==> config.mk <==
export PLATFORM = sky130hd
export DESIGN_NAME = dmem_arbiter
export DESIGN_NICKNAME = d
export VERILOG_FILES = /design/src/rtl/dmem_arbiter.sv
export SDC_FILE = /design/constraint.sdc
export NUM_CORES = 1
export LEC_CHECK = 0
export ABC_AREA = 1
export BUFFER_PORTS_ARGS = -buffer_cell sky130_fd_sc_hd__buf_2
export CAP_MARGIN = 20
export CORE_AREA = 4 4 115 117
export CTS_BUF_LIST = sky130_fd_sc_hd__clkbuf_4 sky130_fd_sc_hd__clkbuf_8 sky130_fd_sc_hd__clkbuf_16
export DETAILED_ROUTE_END_ITERATION = 6
export DIE_AREA = 0 0 119 121
export GPL_ROUTABILITY_DRIVEN = 0
export PLACE_DENSITY = 0.68
export SLEW_MARGIN = 25
export SYNTH_ARGS = -nofsm -noshare
export SYNTH_HDL_FRONTEND = slang
export SYNTH_SLANG_ARGS = --single-unit
export TNS_END_PERCENT = 100
==> constraint.sdc <==
create_clock -name clk -period 1.7 [get_ports clk]
set_input_delay 0.17 -clock clk [delete_from_list [all_inputs] [get_ports clk]]
set_output_delay 0.17 -clock clk [all_outputs]
set_load 0.01 [all_outputs]
==> src/rtl/dmem_arbiter.sv <==
// Two-port word-access arbiter for a single-port byte memory with a registered read.
// Define DMEM_ARB_FAIR_EN for round-robin arbitration; the default is fixed priority (port 0 first).
module dmem_arbiter #(
    parameter int ADDR_W = 10
) (
    input  logic        clk,
    input  logic        rst,

    input  logic        p0_req,
    input  logic        p0_we,
    input  logic [31:0] p0_addr,
    input  logic [31:0] p0_wdata,
    output logic        p0_ack,
    output logic        p0_err,
    output logic [31:0] p0_rdata,

    input  logic        p1_req,
    input  logic        p1_we,
    input  logic [31:0] p1_addr,
    input  logic [31:0] p1_wdata,
    output logic        p1_ack,
    output logic        p1_err,
    output logic [31:0] p1_rdata,

    output logic [31:0] mem_addr,
    output logic [31:0] mem_wdata,
    output logic        mem_we,
    input  logic [31:0] mem_rdata,

    output logic        busy,
    output logic        gnt_id
);

    typedef enum logic [1:0] {
        IDLE  = 2'd0,
        ISSUE = 2'd1,
        RESP  = 2'd2
    } state_t;

    state_t      state;
    state_t      state_nx;

    logic        lat_we;
    logic [31:0] lat_addr;
    logic [31:0] lat_wdata;
    logic        lat_err;
    logic        gnt_q;

    logic        any_req;
    logic        pick;
    logic        win_we;
    logic [31:0] win_addr;
    logic [31:0] win_wdata;
    logic        win_err;

`ifdef DMEM_ARB_FAIR_EN
    logic        ptr;
`endif

    assign any_req = p0_req | p1_req;

    // Winner selection: a lone requester always wins; contention resolved by priority or pointer.
    always_comb begin
        pick = 1'b0;
`ifdef DMEM_ARB_FAIR_EN
        if (p0_req && p1_req) begin
            pick = ptr;
        end else begin
            pick = p1_req;
        end
`else
        pick = p1_req & ~p0_req;
`endif
    end

    always_comb begin
        win_we    = pick ? p1_we    : p0_we;
        win_addr  = pick ? p1_addr  : p0_addr;
        win_wdata = pick ? p1_wdata : p0_wdata;
        win_err   = (win_addr[1:0] != 2'b00) || ((win_addr >> ADDR_W) != 32'd0);
    end

    always_comb begin
        state_nx = state;
        case (state)
            IDLE: begin
                if (any_req) begin
                    state_nx = win_err ? RESP : ISSUE;
                end
            end
            ISSUE:   state_nx = RESP;
            RESP:    state_nx = IDLE;
            default: state_nx = IDLE;
        endcase
    end

    // The request is captured at grant so later payload changes cannot disturb the access.
    always_ff @(posedge clk) begin
        if (rst) begin
            state     <= IDLE;
            lat_we    <= 1'b0;
            lat_addr  <= 32'd0;
            lat_wdata <= 32'd0;
            lat_err   <= 1'b0;
            gnt_q     <= 1'b0;
`ifdef DMEM_ARB_FAIR_EN
            ptr       <= 1'b0;
`endif
        end else begin
            state <= state_nx;
            if (state == IDLE && any_req) begin
                lat_we    <= win_we;
                lat_addr  <= win_addr;
                lat_wdata <= win_wdata;
                lat_err   <= win_err;
                gnt_q     <= pick;
`ifdef DMEM_ARB_FAIR_EN
                ptr       <= ~pick;
`endif
            end
        end
    end

    always_comb begin
        mem_addr  = 32'd0;
        mem_wdata = 32'd0;
        mem_we    = 1'b0;
        p0_ack    = 1'b0;
        p0_err    = 1'b0;
        p0_rdata  = 32'd0;
        p1_ack    = 1'b0;
        p1_err    = 1'b0;
        p1_rdata  = 32'd0;
        case (state)
            ISSUE: begin
                mem_addr  = lat_addr;
                mem_wdata = lat_wdata;
                mem_we    = lat_we;
            end
            RESP: begin
                // Read data arrives from the memory register exactly in this cycle.
                if (gnt_q) begin
                    p1_ack   = 1'b1;
                    p1_err   = lat_err;
                    p1_rdata = (!lat_we && !lat_err) ? mem_rdata : 32'd0;
                end else begin
                    p0_ack   = 1'b1;
                    p0_err   = lat_err;
                    p0_rdata = (!lat_we && !lat_err) ? mem_rdata : 32'd0;
                end
            end
            default: ;
        endcase
    end

    assign busy   = (state != IDLE);
    assign gnt_id = gnt_q;

endmodule

==> results.toml <==
[worst_setup_path]
worstSetupEndpointType = "output port"
critPathTopFamily = "buffers and inverters"
crit_arrival_ps = 1510
r2r_start = "state[1]"
crit_required_ps = 1530
cp_cell_sequence = "inv_2 -> nor2_2 -> inv_1 -> nor2_4 -> inv_4 -> clkbuf_16 -> nor2_1 -> buf_2"
crit_slowest_cell = "dfxtp_2"
reg2regPathDepth = 7
critPathLaunchType = "flip-flop"
crit_type = "flip-flop to output port"
crit_fanout = 8
reg2reg_slack_ps = 260
slowest_delay_ps = 350
path_buf_inv = 5
rr_endpoint = "lat_addr[22]"

[clock_network]
cts_tree = "built"
clk_pin_slew_ps = 60
ctsLongestPathBuffers = 2
cts_buffers = 9
cts.sinks = 69
cts.root.buffer_cell = "clkbuf_16"
cts-htree-levels = 3
clk_latency_ps = 330

[global_routing]
grt_max_degree = 71
grt_pass1_wl_mm = 22.95
grt_usage = 0.1971
antenna_found_initial = 1
grt-ovfl-total = 0
grt_pass1_vias = 4660

[synthesis]
netlist_area_mm2 = 0.003986
synth_nets = 851
synthDistinctLibCells = 19
synth_area_leader_cell = "dfxtp_1"
yosys-top-cells-area = "dfxtp_1 35%, nand2_1 17%, nor2_1 14%, o21ai_0 7.7%, inv_1 6.9%"
netlist.area_leader.share = 0.3465
ys_ff_latch = 69
synth_seq_area_share = 0.3465
syn_avg_cell_area_um2 = 5.819
yosys_warnings = 0
synth_cells = 685

[place]
numPortBuffers = 300
dpl.hpwl_mm = 11.63
dp.cells = 1123
dpl_cell_area_mm2 = 0.005708
preCtsSetupSlack_ps = 194.1

[timing]
max_freq_mhz = 595.7
grt_setup_unrepaired = "yes"
finClkSkew_ps = 4.189
worst_slack_ps = 21.21
setup_viol = 0
worst_pin_slew_ps = 395.8
min_period_ps = 1679
slew_headroom = 0.7355
post-route-period-util = 0.9875
slew_viol_final = 0
hold_viol_final = 0

[layout]
area_delta_synth_final_pct = 54.24
drive_above_1_share = 0.3673
final_area_mm2 = 0.006148
multiInputGateArea_mm2 = 0.002125
final_util = 0.4973
nets = 1133
register_area_mm2 = 0.001383
layout.cells.non_filler = 1145
fillers = 1339

[routing]
firstDrtPassIters = 5
viasPerCell = 4.616
via_count = 5285
drt_iter0_markers = 360
routedWlPerCell_um = 13.71
drc = 0
ant_nets = 0
wirelength_mm = 15.70

[worst_hold_path]
holdPathEnd = "state[1]"
worstHoldStart = "rst"
worstHoldPathCells = 2
hold_path.class = "input port to flip-flop"

[pwr]
ir_drop_v = 0.0003784
fin_total_pwr_uw = 4766
powerDensity_mw_per_mm2 = 775.2
p_leak_uw = 0.003377

[die]
core_area_mm2 = 0.01236
boundaryPins = 301
dieArea_mm2 = 0.01440
die_w_um = 119
initial_core_util = 0.3224
die_y_um = 121
row_count = 41

[status]
outcome = "completed"

[job]
cap_viol_max_count = 0
[cells in the final DEF (no fill, tap or decap), types with 5 or more instances in the layout]
cell       instances
buf_2            300
clkbuf_16         12
buf_4             10
o21ai_0           61
buf_12             8
nand2_1          183
o21ai_1            5
dfxtp_1           68
a21oi_1           27
nor2_1           146
nand3_1           13
a31oi_1           41
inv_1             71
[power by group]
group,total [µW],internal (µW),switching (µW)
registers,1840,1770,63.2
clock network,1890,1200,691
logic,1030,442,592
total,4770,3420,1350
[registers in the layout, summed over array words and instances, names as in the netlist]
| signal | cells |
|---|---|
| lat_addr | 32 |
| state | 2 |
| lat_err | 1 |
| lat_we | 1 |
| lat_wdata | 32 |
| gnt_id | 1 |
[metal layers]
layer	wire, µm	vias to the layer above	global-route usage
li1	-	2704	-
met3	1175	16	0.05221
met4	204	0	0.06372
met5	0	-	0
met2	8048	241	0.3479
met1	6268	2324	0.2322
[per-stage QoR]
step                setup TNS [ps]  hold WS, ps
floorplan                        0        239.1
global placement                 0        414.9
detailed placement               0        416.5
CTS                              0        55.73
global route                 -1869        80.96
finish                           0        76.79
[worst max path at each step]
stage | depth (start not counted) | from | endpoint | slack (ps)
finish | 8 | state[1] | p0_rdata[17] | 20
floorplan | 7 | state[1] | p0_rdata[0] | 290
global route | 8 | state[1] | p0_rdata[5] | -80
detailed placement | 6 | p1_req | lat_wdata[11] | 190
CTS | 8 | state[1] | p0_err | 10
global placement | 12 | p0_req | lat_err | 210
[worst register-to-register path: stages (launching register included)]
cell	delay, ps
dfxtp_2	330
nor2_1	130
inv_1	130
nor2_4	170
inv_2	90
buf_12	160
o21ai_0	250
a21oi_1	60
[synthesized netlist by cell type]
cell      instances
a21oi_1          27
a31oi_1          41
buf_1             8
buf_2            10
buf_4             2
buf_6             2
clkbuf_1         30
dfxtp_1          69
inv_1            73
inv_2             3
nand2_1         184
nand2_2           1
nand3_1          13
nand3_2           1
nor2_1          153
nor2_4            1
nor3_2            1
o21ai_0          61
o21ai_1           5
[layout make-up]
class	instances	area share
clock buffer	12	0.04131
clock inverter	4	0.007733
antenna	1	0.0004070
sequential	69	0.2249
inverter	76	0.04681
multi-input combinational	488	0.3455
tap	172	0.03500
timing repair buffer	323	0.2983
[logic make-up (layout without fill, tap and decap cells)]
logic type      count (synthesis)  in the layout  synth area share
flops                          69             69            0.3465
compound gates                134            134            0.1811
other cells                     0              1                 0
buf+inv                       128            415            0.1293
simple gates                  354            354            0.3431
[repair_timing]
item,CTS,global route
hold buffers,0,0
buffers inserted,0,1
pin swaps,0,3
gates resized for setup,3,12
setup endpoints to repair,33,54
gates cloned,0,4
No activity file was read; power rests on OpenSTA's default activity.
